$ cat config.mk
export PLATFORM = sky130hd
export DESIGN_NAME = soma_scan_ctrl
export DESIGN_NICKNAME = d
export VERILOG_FILES = /design/src/rtl/soma_scan_ctrl.sv
export SDC_FILE = /design/constraint.sdc
export NUM_CORES = 1
export LEC_CHECK = 0
export CORE_ASPECT_RATIO = 0.9
export CORE_MARGIN = 2
export CORE_UTILIZATION = 25
export CTS_BUF_LIST = sky130_fd_sc_hd__clkbuf_4
export DETAILED_ROUTE_END_ITERATION = 6
export GPL_TIMING_DRIVEN = 0
export SLEW_MARGIN = 5
export SYNTH_ARGS = -nofsm -noshare
export SYNTH_HDL_FRONTEND = slang
export SYNTH_SLANG_ARGS = --single-unit
$ cat constraint.sdc
create_clock -name clk_soma -period 5.55 [get_ports clk_soma]
set_input_delay 1.11 -clock clk_soma [delete_from_list [all_inputs] [get_ports clk_soma]]
set_output_delay 1.11 -clock clk_soma [all_outputs]
set_load 0.05 [all_outputs]
$ cat src/rtl/soma_scan_ctrl.sv
// Per-timestep soma sweep controller: issues one update/clear beat per neuron,
// captures fire results one cycle later and queues fired addresses for a valid/ready consumer.
module soma_scan_ctrl #(
  parameter int NNW        = 12,
  parameter int FIFO_DEPTH = 8,
  parameter int FIFO_AW    = 3
) (
  input  logic           clk_soma,
  input  logic           rst,
  input  logic           tick_start,
  input  logic           clear_start,
  input  logic [NNW-1:0] neuron_num,
  output logic           config_soma_vld,
  output logic [NNW-1:0] config_soma_vm_addr,
  output logic           config_soma_clear,
  input  logic           soma_spk_out_fire,
  output logic           spk_vld,
  output logic [NNW-1:0] spk_addr,
  input  logic           spk_rdy,
  output logic           busy,
  output logic           done
);

  typedef enum logic [1:0] {IDLE, SCAN, DRAIN, DONE} state_t;

  localparam logic [FIFO_AW:0] CNT_FULL = (FIFO_AW+1)'(FIFO_DEPTH);
  localparam logic [FIFO_AW:0] ROOM_MAX = (FIFO_AW+1)'(FIFO_DEPTH - 2);

  state_t           r_state, w_state_n;
  logic             r_mode, w_mode_n;
  logic [NNW-1:0]   r_num, w_num_n;
  logic [NNW-1:0]   r_cnt, w_cnt_n;
  logic             r_vld_d1, r_clr_d1;
  logic [NNW-1:0]   r_addr_d1;
  logic [NNW-1:0]   r_mem [FIFO_DEPTH];
  logic [FIFO_AW-1:0] r_wp, r_rp;
  logic [FIFO_AW:0] r_count, w_count_n;
  logic             w_push, w_pop, w_room, w_issue, w_cur_mode;
  logic [NNW-1:0]   w_cur_cnt, w_cur_num;

  assign w_push    = r_vld_d1 & ~r_clr_d1 & soma_spk_out_fire;
  assign w_pop     = spk_vld & spk_rdy;
  assign w_count_n = r_count + {{FIFO_AW{1'b0}}, w_push} - {{FIFO_AW{1'b0}}, w_pop};
  // Beats are registered, so room is judged on the occupancy of the cycle the beat appears in.
  assign w_room    = (w_count_n <= ROOM_MAX);
  assign spk_vld   = (r_count != '0);
  assign spk_addr  = spk_vld ? r_mem[r_rp] : '0;

  always_comb begin
    w_state_n  = r_state;
    w_mode_n   = r_mode;
    w_num_n    = r_num;
    w_cnt_n    = r_cnt;
    w_issue    = 1'b0;
    w_cur_cnt  = r_cnt;
    w_cur_num  = r_num;
    w_cur_mode = r_mode;
    unique case (r_state)
      IDLE: if (clear_start || tick_start) begin
        w_mode_n   = clear_start;
        w_num_n    = neuron_num;
        w_cnt_n    = '0;
        w_cur_mode = clear_start;
        w_cur_num  = neuron_num;
        w_cur_cnt  = '0;
        w_state_n  = (neuron_num == '0) ? DONE : SCAN;
      end
      DRAIN: if (!config_soma_vld && !r_vld_d1 && !spk_vld) w_state_n = DONE;
      DONE:  w_state_n = IDLE;
      default: ;
    endcase
    if (w_state_n == SCAN && w_room) begin
      w_issue = 1'b1;
      w_cnt_n = w_cur_cnt + NNW'(1);
      if (w_cur_cnt == w_cur_num - NNW'(1)) w_state_n = DRAIN;
    end
  end

  always_ff @(posedge clk_soma or posedge rst) begin
    if (rst) begin
      r_state             <= IDLE;
      r_mode              <= 1'b0;
      r_num               <= '0;
      r_cnt               <= '0;
      config_soma_vld     <= 1'b0;
      config_soma_vm_addr <= '0;
      config_soma_clear   <= 1'b0;
      r_vld_d1            <= 1'b0;
      r_addr_d1           <= '0;
      r_clr_d1            <= 1'b0;
      busy                <= 1'b0;
      done                <= 1'b0;
    end else begin
      r_state             <= w_state_n;
      r_mode              <= w_mode_n;
      r_num               <= w_num_n;
      r_cnt               <= w_cnt_n;
      config_soma_vld     <= w_issue;
      config_soma_vm_addr <= w_issue ? w_cur_cnt : '0;
      config_soma_clear   <= w_issue & w_cur_mode;
      r_vld_d1            <= config_soma_vld;
      r_addr_d1           <= config_soma_vm_addr;
      r_clr_d1            <= config_soma_clear;
      busy                <= (w_state_n != IDLE);
      done                <= (w_state_n == DONE);
    end
  end

  always_ff @(posedge clk_soma or posedge rst) begin
    if (rst) begin
      r_wp    <= '0;
      r_rp    <= '0;
      r_count <= '0;
    end else begin
      if (w_push) r_wp <= r_wp + FIFO_AW'(1);
      if (w_pop)  r_rp <= r_rp + FIFO_AW'(1);
      r_count <= w_count_n;
    end
  end

  always_ff @(posedge clk_soma) begin
    if (w_push) r_mem[r_wp] <= r_addr_d1;
  end

  // The issue throttle guarantees a free slot for every capture.
  always @(posedge clk_soma) begin
    if (!rst && w_push) assert (r_count != CNT_FULL) else $error("fired-address FIFO push while full");
  end

endmodule

After elaboration in Yosys (flattened, before gate mapping)

Memories as Yosys holds them, arrays and structs flattened.
Cells that the tools add are included.

Memories: 1
Memory bits (writable): 96
Register bits: 67

Bitwise operators: 5
Add/subtract/negate cells: 6
Eq/ne operators: 5
Order comparisons: 1
Reductions and logical operators: 11
Mux-type cells: 18

Memory list:

| name  | depth | bits a word | read ports | clocked after memory_dff | wr ports | line | RTL |
|---|---|---|---|---|---|---|---|
| r_mem | 8     | 12          | 1          | 0                        | 1        | 35   | `logic [NNW-1:0] r_mem [FIFO_DEPTH];` |

Operators with widths:

| cell                  | count |
|---|---|
| $mux 12               | 7 |
| $add 12x1->12 const B | 1 |
| $eq 12x12->1          | 1 |
| $logic_not 12->1      | 1 |
| $sub 12x1->12 const B | 1 |
| $mux 2                | 5 |
| $add 3x1->3 const B   | 2 |
| $eq 2x2->1 const B    | 3 |
| $pmux 2 s3            | 1 |
| $mux 1                | 5 |
| $add 4x1->4           | 1 |
| $and 1x1->1           | 4 |
| $le 4x3->1 const B    | 1 |
| $reduce_bool 4->1     | 1 |
| $sub 4x1->4           | 1 |
| $logic_and 1x1->1     | 3 |
| $logic_not 1->1       | 3 |
| $eq 2x1->1 const B    | 1 |
| $logic_not 2->1       | 1 |
| $reduce_bool 2->1     | 1 |
| $logic_or 1x1->1      | 1 |
| $not 1->1             | 1 |

Longest topological paths before layout

Gate-level depths: netlist of the first run.

Word-level depth: 9
Depth in mapped cells: 18
Gate-level depth less buffers: 17

Least setup slack after synthesis of the first run

Ideal clock, no wire load.

Path kind: input to register
Start: in tick_start
End: reg r_state[0]
Arrival: 3.529 ns
Buffers on the path: 2
Setup time: 0.119 ns
Stages: 12
Slack: 1.902 ns
Required time: 5.431 ns
Cell sequence: o21ai_0 -> clkbuf_1 -> mux2i_1 -> ha_1 -> clkbuf_1 -> nor3b_1 -> xnor2_1 -> nor4_1 -> a41oi_1 -> a21oi_1 -> o2111ai_1 -> and2_1

Word-level cells in the longest chain between the ends: 7
Elaborated cells on any way between the ends: 13
Classes of those cells: add/sub: 1; eq/ne: 2; mux: 8; reduce/logical: 2

RTL lines:

| element              | line | RTL |
|---|---|---|
| from (decl)          | 10   | `input logic tick_start,` |
| $logic_or 1x1->1 *   | 59   | `IDLE: if (clear_start \|\| tick_start) begin` |
| $mux 12              | 59   |  |
| $mux 12              | --   |  |
| $sub 12x1->12        | 75   | `if (w_cur_cnt == w_cur_num - NNW'(1)) w_state_n = DRAIN;` |
| $eq 12x12->1         | 75   |  |
| $mux 2               | 75   |  |
| $mux 2 *             | 72   | `if (w_state_n == SCAN && w_room) begin` |
| via w_state_n[0]     | 29   | `state_t r_state, w_state_n;` |
| to (signal assigned) | 94   | `r_state <= w_state_n;` |
| to (decl)            | 29   |  |

The timed path passes the listed nets; every way through them passes the cells marked *.
A chain may end at the register's enable or synchronous reset.

Final worst setup path of the first run

Start: reg r_rp[0]
End: out spk_addr[3]

Word-level cells in the longest chain between the ends: 2

RTL lines:

| element                | line | RTL |
|---|---|---|
| from (decl)            | 36   | `logic [FIFO_AW-1:0] r_wp, r_rp;` |
| from (signal assigned) | 116  | `if (w_pop) r_rp <= r_rp + FIFO_AW'(1);` |
| $mem_v2 8x12           | --   |  |
| $mux 12                | 47   | `assign spk_addr = spk_vld ? r_mem[r_rp] : '0;` |
| to (decl)              | 18   | `output logic [NNW-1:0] spk_addr,` |

Every way passes these cells.

==> results of run 1 <==
==> through the flow <==
step | std cells | utilization
floorplan | 478 | -
global placement | 878 | 0.288
detailed placement | 880 | 0.289
CTS | 912 | 0.300
global route | 912 | 0.300
finish | 912 | 0.300
==> flip-flops by register name (all words and copies together), names as in the netlist <==
name	count
config_soma_vm_addr	12
r_mode	1
r_addr_d1	12
config_soma_clear	1
r_vld_d1	1
r_cnt	12
r_rp	3
r_wp	3
r_count	4
r_num	12
busy	1
done	1
config_soma_vld	1
r_mem	96
r_state	2
r_clr_d1	1
==> power breakdown <==
part | internal (mW) | switching, mW
Clock | 0.249 | 0.454
Combinational | 0.727 | 1.05
Sequential | 1.51 | 0.149
==> worst max path at each step <==
| stage | from | endpoint | slack [ns] | depth (start not counted) |
|---|---|---|---|---|
| floorplan | tick_start | r_state[0]$_DFF_PP0_ | 1.90 | 12 |
| global placement | tick_start | r_state[0]$_DFF_PP0_ | 0.53 | 13 |
| CTS | r_rp[0]$_DFFE_PP0P_ | spk_addr[3] | 0.88 | 6 |
| global route | tick_start | r_state[0]$_DFF_PP0_ | 0.71 | 13 |
| finish | r_rp[0]$_DFFE_PP0P_ | spk_addr[3] | 1.01 | 6 |
| detailed placement | tick_start | r_state[0]$_DFF_PP0_ | 0.53 | 13 |
==> cell usage in the layout, fill, tap and decap left out, types with 3 or more instances in the layout <==
cell	count
a21oi_1	11
and2_1	6
and3_1	11
buf_6	4
clkbuf_1	12
clkbuf_4	19
clkdlybuf4s50_1	46
dfrtp_1	67
edfxtp_1	96
ha_1	9
inv_1	18
inv_6	6
mux2i_1	14
mux4_2	24
nand2_1	55
nand3_1	8
nand4_1	3
nor2_1	31
nor2_2	4
nor2b_1	4
nor3_1	6
nor4_1	4
o21ai_0	10
or3_1	5
xnor2_1	19
xor2_1	11
==> cell type report <==
type                    count  area [um2]  share of cell area
clock buffers              19         143              0.0175
repair buffers             48         483              0.0594
clock inverters            13         140              0.0172
flip-flops and latches    163        4560               0.560
inverters                  19        73.8             0.00907
well taps                 354         443              0.0544
multi-input cells         279        2210               0.272
plain buffers              17        81.3              0.0100
==> critical path, delay by kind of cell, from the launching register on <==
kind                   cells  cell delay [ns]
buffers and inverters      3             1.65
DFF                        1             0.38
muxes                      2             0.80
and+or+nand+nor            1             0.08
==> cell families after synthesis <==
kind of cell,after synthesis
flops,163
fa+ha+maj,10
simple gates,158
buf+inv,36
mux,40
xor+xnor,30
compound gates,41
==> routing by layer <==
metal	share of wire	vias up	wire, um	track usage
li1	-	1893	-	-
met1	0.48	2000	6940	0.146
met2	0.48	82	7010	0.174
met3	0.041	6	596	0.0248
met4	0.0035	0	51	0.0180
met5	0	-	0	0
==> summary.md, run 1 <==
| Metric | Value |
|---|---|
| Outcome | `finished, final reports clean` |
| Leakage | `3.09 nW` |
| First-pass GRT wire length | `23.3 mm` |
| Fmax | `220 MHz` |
| Simple-gate portion of the synthesized area | `0.116` |
| Crit-path cells | `clkbuf_1 > buf_2 > mux4_2 > mux2i_1 > nor2_1 > clkdlybuf4s50_1` |
| Initial antenna violation count | `0` |
| DR vias/cell | `4.37` |
| Final setup viols | `0` |
| CP Launch Type | `register` |
| Sequential share of the synthesized area | `0.660` |
| Top-area cell type share of the netlist area | `0.417` |
| R2R Path End | `r_cnt[10]$_DFF_PP0_` |
| Max VDD drop | `0.189 mV` |
| Die Wd | `179 um` |
| Flops & latches, synth | `163` |
| Total wire length | `14.6 mm` |
| Via count | `3981` |
| Slew @ Worst Pin | `1.27 ns` |
| Pre-CTS WS | `0.530 ns` |
| Wire length per cell | `16.0 um` |
| Number of synthesized flops with an enable pin | `96` |
| CORE AREA | `27100 um2` |
| Hold path startpoint | `config_soma_vm_addr[6]$_DFF_PP0_` |
| Placement Rows | `57` |
| Max_cap viols | `0` |
| RR Startpoint | `r_count[2]$_DFF_PP0_` |
| Post-Synth XOR/XNOR Area | `0.0381` |
| Die height | `162 um` |
| Largest family of logic cells by synthesized area | `simple AND/OR/NAND/NOR gates` |
| Setup Skew | `0.0343 ns` |
| RSZ-0062 raised after global routing | `no` |
| Die area | `29000 um2` |
| Iter 0 DRT Violations | `303` |
| CP max FO | `10` |
| Global Route Usage Sum | `0.106` |
| Most common cell in the netlist | `edfxtp_1` |
| Hold Crit Endpoint | `r_addr_d1[6]$_DFF_PP0_` |
| Synthesis Warnings | `0` |
| HP Class | `register to register` |
| Hold Path Depth | `0` |
| Pwr/cell area | `509 nW/um2` |
| Grt ovf | `0` |
| IO buf count | `46` |
| Max Slew Vio Count | `0` |
| Critical path type | `register to primary output` |
| Fillcell total | `2780` |
| I/O Pins | `47` |
| CP arrival | `3.43 ns` |
| Final Hold Viols | `0` |
| Cts-stage hold buffer count | `0` |
| CP max stage cell | `clkdlybuf4s50_1` |
| Synth Area in Adders | `0.0192` |
| Worst hold slack | `0.370 ns` |
| Top cells by count, synth | `edfxtp_1 (96), dfrtp_1 (67), nand2_1 (55)` |
| NumNets Final | `573` |
| P&R area growth vs syn | `17.8%` |
| Flop2flop setup slack | `1.68 ns` |
| Post-synth net total | `506` |
| Layout cell share with drive strength beyond 1 | `0.152` |
| Synth Area in Compound Gates | `0.0417` |
| R2R cell count | `16` |
| Synth top area cells | `edfxtp_1 (42%), dfrtp_1 (24%), mux4_2 (7.8%)` |
| Final weighted congestion in routability-driven placement | `0.812` |
| Period minus WS final | `4.54 ns` |
| CTS sink count | `163` |
| Post-synth top area cell | `edfxtp_1` |
| Largest net degree at the start of global routing | `68` |
| Finished Cell Area | `8140 um2` |
| Synth Flop Type | `edfxtp_1` |
| Syn Inst Count | `478` |
| Initial core utilization | `0.255` |
| CTS tree | `built` |
| # resized after CTS | `0` |
| Setup tns final | `0 ns` |
| CTS HTree Levels | `4` |
| Clock transition at the registers of the reported paths | `0.15 ns` |
| Final WS setup | `1.01 ns` |
| Total power | `4.14 mW` |
| Ys async rst share | `0.411` |
| Syn Std Cell Area | `6910 um2` |
| Clk Latency, worst-skew pair | `0.54 ns` |
| Final Cycle Share | `0.818` |
| # DRC | `0` |
| Max-slew headroom at the worst pin | `0.148` |
| Root buffer cell | `clkbuf_4` |
| TritonRoute pass-1 iters | `4` |
| Post-DRT Antenna Nets | `0` |
| Cts bufs inserted | `17` |
| Clk buf depth | `2` |
| Worst setup EP type | `primary output` |
| Mux cell area share after synthesis | `0.102` |
| Diode count | `0` |
| Slowest stage delay, CP | `0.72 ns` |
| DP HPWL | `10.0 mm` |
| Setup bufs post-CTS | `0` |
| Synth unique cells | `57` |
| Number of global-route vias before repair | `4004` |
| Placed Area | `7840 um2` |
| Avg Cell Area, Syn | `14.4 um2` |
| CP required | `4.44 ns` |
Power figures use the tool's default switching activity.
==> run 2: changes to the inputs <==
==> constraint.sdc (replaced) <==
create_clock -name clk_soma -period 4.2 [get_ports clk_soma]
set_input_delay 0.84 -clock clk_soma [delete_from_list [all_inputs] [get_ports clk_soma]]
set_output_delay 0.84 -clock clk_soma [all_outputs]
set_load 0.05 [all_outputs]
==> run 2 against run 1 <==
Against the previous run:
- total power rose by 32%
- final area rose by 0.14%
- non-clock buffer count did not move
- cell count did not move
- critical path depth did not move
- core utilization barely moved
- critical endpoint unchanged
==> summary.md, run 2 (synthesis results as in run 1) <==
| Metric | Value |
|---|---|
| Wire length per cell | `16.0 um (+0.19%)` |
| Clock transition at the registers of the reported paths | `0.15 ns (about the same)` |
| # DRC | `0 (unchanged)` |
| R2R cell count | `16 (unchanged)` |
| Crit path depth | `6 (unchanged)` |
| Final weighted congestion in routability-driven placement | `0.812 (unchanged)` |
| NumNets Final | `573 (unchanged)` |
| Top reg by flops | `r_mem` |
| # resized after CTS | `4 (+4)` |
| Grt ovf | `0 (unchanged)` |
| Fmax | `252 MHz` |
| CP Launch Type | `register` |
| Die area | `29000 um2 (unchanged)` |
| Net Switching | `2.19 mW (+32%)` |
| Clk buf depth | `2 (unchanged)` |
| CP max FO | `10 (unchanged)` |
| Cts-stage hold buffer count | `0 (unchanged)` |
| Commonest non-fill, non-tap cell in the layout | `edfxtp_1` |
| Family with the most delay on the worst path | `buffers and inverters` |
| CTS HTree Levels | `4 (unchanged)` |
| Final setup viols | `0 (unchanged)` |
| Slowest stage delay, CP | `0.72 ns (about the same)` |
| Die Wd | `179 um (unchanged)` |
| Max-slew headroom at the worst pin | `0.154 (+0.00556)` |
| CTS sink count | `163 (unchanged)` |
| Initial antenna violation count | `0 (unchanged)` |
| Worst setup EP type | `primary output` |
| Crit-path cells | `clkbuf_1 > clkbuf_2 > mux4_2 > mux2i_1 > nor2_1 > clkdlybuf4s50_1` |
| Via count | `3978 (-0.075%)` |
| Total power | `5.48 mW (+32%)` |
| Max Slew Vio Count | `0 (unchanged)` |
| Period minus WS final | `3.96 ns` |
| IO buf count | `46 (unchanged)` |
| Setup Skew | `0.0351 ns (+0.000773 ns)` |
| CTS tree | `built` |
| DR vias/cell | `4.36 (about the same)` |
| RSZ-0062 raised after global routing | `no` |
| Root buffer cell | `clkbuf_4` |
| Iter 0 DRT Violations | `287 (-5.3%)` |
| Clk Latency, worst-skew pair | `0.54 ns (about the same)` |
| Hold Path Depth | `0 (unchanged)` |
| Pwr/cell area | `673 nW/um2 (+32%)` |
| Placed Area | `7840 um2 (unchanged)` |
| Placement Rows | `57 (unchanged)` |
| Layout cell share with drive strength beyond 1 | `0.161 (+0.00896)` |
| Critical path type | `register to primary output` |
| Clock power frac | `0.170 (about the same)` |
| P&R area growth vs syn | `18.0%` |
| Finished Cell Area | `8150 um2 (+0.14%)` |
| Critical path buffers and inverters | `3 (unchanged)` |
| HP Class | `register to register` |
| Internal Power | `3.30 mW (+32%)` |
| FF/Latch Area | `4560 um2 (unchanged)` |
| CORE AREA | `27100 um2 (unchanged)` |
| CP max stage cell | `clkdlybuf4s50_1` |
| CP arrival | `3.12 ns (-0.31 ns)` |
| Commonest cells after routing, fill and taps aside | `edfxtp_1 (96), dfrtp_1 (67), nand2_1 (55), clkdlybuf4s50_1 (46), nor2_1 (31)` |
| Final Cycle Share | `0.943` |
| Total wire length | `14.6 mm (+0.19%)` |
| DP HPWL | `10.0 mm (unchanged)` |
| Outcome | `finished, final reports clean` |
| Sequential power share | `0.401 (about the same)` |
| Multi-input gate area | `2210 um2 (unchanged)` |
| Global Route Usage Sum | `0.106 (unchanged)` |
| Finished Core Util | `0.301 (+0.000415)` |
| Final Hold Viols | `0 (unchanged)` |
| Setup bufs post-CTS | `0 (unchanged)` |
| Max_cap viols | `0 (unchanged)` |
| Max VDD drop | `0.249 mV (+32%)` |
| CP required | `3.36 ns (-1.08 ns)` |
| TritonRoute pass-1 iters | `5 (+1)` |
| Slew @ Worst Pin | `1.26 ns (-0.00831 ns)` |
| First-pass GRT wire length | `23.3 mm (unchanged)` |
| Combinational power share | `0.430 (about the same)` |
| Cts bufs inserted | `17 (unchanged)` |
| Die height | `162 um (unchanged)` |
| I/O Pins | `47 (unchanged)` |
| Max reg flops | `96 (unchanged)` |
| Initial core utilization | `0.255 (unchanged)` |
| Leakage | `3.10 nW (+0.50%)` |
| Largest net degree at the start of global routing | `68 (unchanged)` |
| Number of global-route vias before repair | `4004 (unchanged)` |
| Sw Ratio | `0.399 (about the same)` |
| Post-DRT Antenna Nets | `0 (unchanged)` |
| Fillcell total | `2775 (-0.18%)` |
| Diode count | `0 (unchanged)` |
-- run 2: changes by cell type in the layout (fill, tap and decap cells not counted), sizes merged --
cell	before	now
buf	7	6
clkbuf	31	32
-- run 2: power by group through the flow --
| stage | sequential, mW | combinational [mW] | clock, mW |
|---|---|---|---|
| 3_3_place_gp | 2.22 | 2.36 | 0 |
| 6_report | 2.20 | 2.35 | 0.930 |
| 2_1_floorplan | 2.27 | 1.62 | 0 |
| 5_1_grt | 2.24 | 2.56 | 1.01 |
| 4_1_cts | 2.20 | 2.39 | 0.952 |
| 3_5_place_dp | 2.24 | 2.38 | 0 |
-- run 2: per-layer routing --
| layer | global-route usage | routed length [um] | vias to the layer above |
|---|---|---|---|
| met1 | 0.146 | 6940 | 1996 |
| met2 | 0.174 | 7020 | 79 |
| met4 | 0.0180 | 57 | 0 |
| met3 | 0.0248 | 601 | 8 |
| li1 | - | - | 1895 |
| met5 | 0 | 0 | - |
-- run 2: metrics by stage --
| stage | hold WS [ns] | TNS (ns) | worst slack (ns) | std cells |
|---|---|---|---|---|
| 4_1_cts | 0.368 | 0 | 0.0174 | 912 |
| 5_1_grt | 0.379 | 0 | 0.00935 | 912 |
| 3_5_place_dp | 0.358 | -0.956 | -0.550 | 880 |
| 3_3_place_gp | 0.358 | -0.954 | -0.547 | 878 |
| 6_report | 0.370 | 0 | 0.239 | 912 |
| 2_1_floorplan | 0.458 | 0 | 0.822 | 478 |
-- run 2: final timing paths --
check | startpoint | to | slack [ns]
min | config_soma_vm_addr[6]$_DFF_PP0_ | r_addr_d1[6]$_DFF_PP0_ | 0.37
max reg2reg | r_count[2]$_DFF_PP0_ | r_cnt[10]$_DFF_PP0_ | 0.34
min reg2reg | config_soma_vm_addr[6]$_DFF_PP0_ | r_addr_d1[6]$_DFF_PP0_ | 0.37
min in group asynchronous | rst | r_rp[2]$_DFFE_PP0P_ | 0.81
max in group asynchronous | rst | config_soma_vm_addr[6]$_DFF_PP0_ | 2.80
max | r_rp[1]$_DFFE_PP0P_ | spk_addr[3] | 0.24
-- run 2: final cells by class --
| class | instances | area share |
|---|---|---|
| Timing Repair Buffer | 48 | 0.0593 |
| Inverter | 19 | 0.00906 |
| Sequential cell | 163 | 0.560 |
| Clock buffer | 19 | 0.0175 |
| Multi-Input combinational cell | 279 | 0.272 |
| Tap cell | 354 | 0.0544 |
| Clock inverter | 13 | 0.0172 |
| Buffer | 17 | 0.0114 |
==> run 3: changes to the inputs <==
--- a/config.mk
+++ b/config.mk
@@ -11,6 +11,7 @@
 export CTS_BUF_LIST = sky130_fd_sc_hd__clkbuf_4
 export DETAILED_ROUTE_END_ITERATION = 6
 export GPL_TIMING_DRIVEN = 0
+export SETUP_SLACK_MARGIN = 0.15
 export SLEW_MARGIN = 5
 export SYNTH_ARGS = -nofsm -noshare
 export SYNTH_HDL_FRONTEND = slang
==> constraint.sdc (replaced) <==
create_clock -name clk_soma -period 4.2 [get_ports clk_soma]
set_input_delay 0.84 -clock clk_soma [delete_from_list [all_inputs] [get_ports clk_soma]]
set_output_delay 0.84 -clock clk_soma [all_outputs]
set_load 0.02 [all_outputs]
==> run 3 against run 2 <==
Against the previous run:
- hold slack is essentially flat
- die area is the same
- clock-buffer cell count unchanged
- sequential cell count is the same
- clock power is essentially flat
- sequential share of layout area is essentially flat
- register-to-register slack better by 0.23 ns
- via count grew 0.50%
- global-route usage did not move
==> summary.md, run 3 (synthesis results as in run 1) <==
| Metric | Value |
|---|---|
| Total power | `5.17 mW (-5.7%)` |
| First-pass GRT wire length | `23.3 mm (unchanged)` |
| P&R area growth vs syn | `18.1% (about the same)` |
| CTS tree | `built` |
| Setup bufs post-CTS | `0 (unchanged)` |
| CORE AREA | `27100 um2 (unchanged)` |
| IO buf count | `46 (unchanged)` |
| Global Route Usage Sum | `0.106 (unchanged)` |
| Max VDD drop | `0.228 mV (-8.5%)` |
| Cts-stage hold buffer count | `0 (unchanged)` |
| NumNets Final | `573 (unchanged)` |
| Fmax | `264 MHz (+4.6%)` |
| Cts bufs inserted | `17 (unchanged)` |
| Die height | `162 um (unchanged)` |
| RSZ-0062 raised after global routing | `no` |
| CTS HTree Levels | `4 (unchanged)` |
| Initial antenna violation count | `0 (unchanged)` |
| # DRC | `0 (unchanged)` |
| Max reg flops | `96 (unchanged)` |
| Diode count | `0 (unchanged)` |
| DP HPWL | `10.0 mm (unchanged)` |
| Initial core utilization | `0.255 (unchanged)` |
| Grt met1 use | `0.146 (unchanged)` |
| Layout cell share with drive strength beyond 1 | `0.161 (unchanged)` |
| TritonRoute pass-1 iters | `5 (unchanged)` |
| CP max FO | `10 (unchanged)` |
| Leakage | `3.10 nW (+0.12%)` |
| Sequential power share | `0.426 (+0.025)` |
| Final Cycle Share | `0.902 (-0.0412)` |
| Outcome | `finished, final reports clean` |
| GR Util met2 | `0.174 (unchanged)` |
| Die area | `29000 um2 (unchanged)` |
| Placed Area | `7840 um2 (unchanged)` |
| CP Launch Type | `register` |
| DR vias/cell | `4.38 (+0.50%)` |
| Iter 0 DRT Violations | `297 (+3.5%)` |
| Finished Cell Area | `8150 um2 (about the same)` |
| Top Usage Layer GRT | `met2` |
| Wire length per cell | `16.0 um (about the same)` |
| Period minus WS final | `3.79 ns (-0.173 ns)` |
| Clock transition at the registers of the reported paths | `0.15 ns (about the same)` |
| Net Switching | `1.87 mW (-15%)` |
| Worst setup EP type | `primary output` |
| CP arrival | `2.95 ns (-0.17 ns)` |
| Final weighted congestion in routability-driven placement | `0.812 (unchanged)` |
| Worst hold slack | `0.370 ns (+0.0000140 ns)` |
| Post-DRT Antenna Nets | `0 (unchanged)` |
| Commonest cells after routing, fill and taps aside | `edfxtp_1 (96), dfrtp_1 (67), nand2_1 (55), clkdlybuf4s50_1 (46), nor2_1 (31)` |
| Commonest non-fill, non-tap cell in the layout | `edfxtp_1` |
| I/O Pins | `47 (unchanged)` |
| Root buffer cell | `clkbuf_4` |
| CTS sink count | `163 (unchanged)` |
| Finished Core Util | `0.301 (about the same)` |
| Clk buf depth | `2 (unchanged)` |
| HP Class | `register to register` |
| Setup Skew | `0.0353 ns (+0.000259 ns)` |
| Combinational power share | `0.394 (-0.036)` |
| Max-slew headroom at the worst pin | `0.141 (-0.0123)` |
| Internal Power | `3.30 mW (+0.17%)` |
| Largest net degree at the start of global routing | `68 (unchanged)` |
| Via count | `3998 (+0.50%)` |
| CP required | `3.36 ns (about the same)` |
| Final Hold Viols | `0 (unchanged)` |
| Clk Latency, worst-skew pair | `0.54 ns (about the same)` |
| Sw Ratio | `0.361 (-0.0375)` |
| Met3 usage | `0.0248 (unchanged)` |
| Max Slew Vio Count | `0 (unchanged)` |
| Pwr/cell area | `634 nW/um2 (-5.8%)` |
| Total wire length | `14.6 mm (about the same)` |
| Final setup viols | `0 (unchanged)` |
| Top reg by flops | `r_mem` |
| Max_cap viols | `0 (unchanged)` |
| Clock power frac | `0.180 (+0.010)` |
| Die Wd | `179 um (unchanged)` |
| Grt ovf | `0 (unchanged)` |
| Placement Rows | `57 (unchanged)` |
| Critical path type | `register to primary output` |
| Slew @ Worst Pin | `1.28 ns (+0.0183 ns)` |
| Number of global-route vias before repair | `4004 (unchanged)` |
[run 3: cell type report]
class,count,area (um2)
Multi-Input combinational cell,279,2220
Timing Repair Buffer,48,483
Clock inverter,13,140
Tap cell,354,443
Clock buffer,19,143
Buffer,17,92.6
Sequential cell,163,4560
Fill cell,2776,18900
Inverter,19,73.8
[run 3: path summary, 6_finish.rpt]
check / startpoint / endpoint / slack (ns) / cells past startpoint
max: r_rp[1]$_DFFE_PP0P_ / spk_addr[3] / 0.41 / 6
min reg2reg: config_soma_vm_addr[6]$_DFF_PP0_ / r_addr_d1[6]$_DFF_PP0_ / 0.37 / 0
min in group asynchronous: rst / r_rp[2]$_DFFE_PP0P_ / 0.81 / 2
max in group asynchronous: rst / config_soma_vm_addr[6]$_DFF_PP0_ / 2.81 / 2
max reg2reg: r_count[2]$_DFF_PP0_ / r_cnt[10]$_DFF_PP0_ / 0.57 / 16
min: config_soma_vm_addr[6]$_DFF_PP0_ / r_addr_d1[6]$_DFF_PP0_ / 0.37 / 0
[run 3: per-stage QoR]
step	cells	TNS (ns)	worst slack [ns]
after floorplan	478	0	0.822
after global placement	878	-0.954	-0.547
after detailed placement	880	-0.956	-0.550
after CTS	912	0	0.192
after global routing	912	0	0.186
final	912	0	0.412
[run 3: power by group through the flow]
stage	Clock [mW]	Sequential (mW)	Combinational, mW
after floorplan	0	2.20	1.38
after global placement	0	2.22	2.04
after CTS	0.952	2.20	2.08
after detailed placement	0	2.24	2.06
final	0.930	2.20	2.04
after global routing	1.01	2.24	2.25
[run 3: repair_timing]
action,in CTS,in global routing
gates cloned,0,0
pin swaps,0,0
gates resized for setup,5,6
hold endpoints to repair,0,0
setup endpoints to repair,13,7
[run 3: worst max-delay path, cell delays in order, from the launching register on]
cell and delay, ns:
dfrtp_1 0.38, clkbuf_1 0.38, clkbuf_2 0.43, mux4_2 0.36
mux2i_1 0.24, nor2_1 0.08, clkdlybuf4s50_1 0.56
[run 3: per-layer routing]
metal,share of wire,up-vias
met1,0.47,2007
met5,0,-
li1,-,1896
met4,0.0036,0
met3,0.044,6
met2,0.48,89
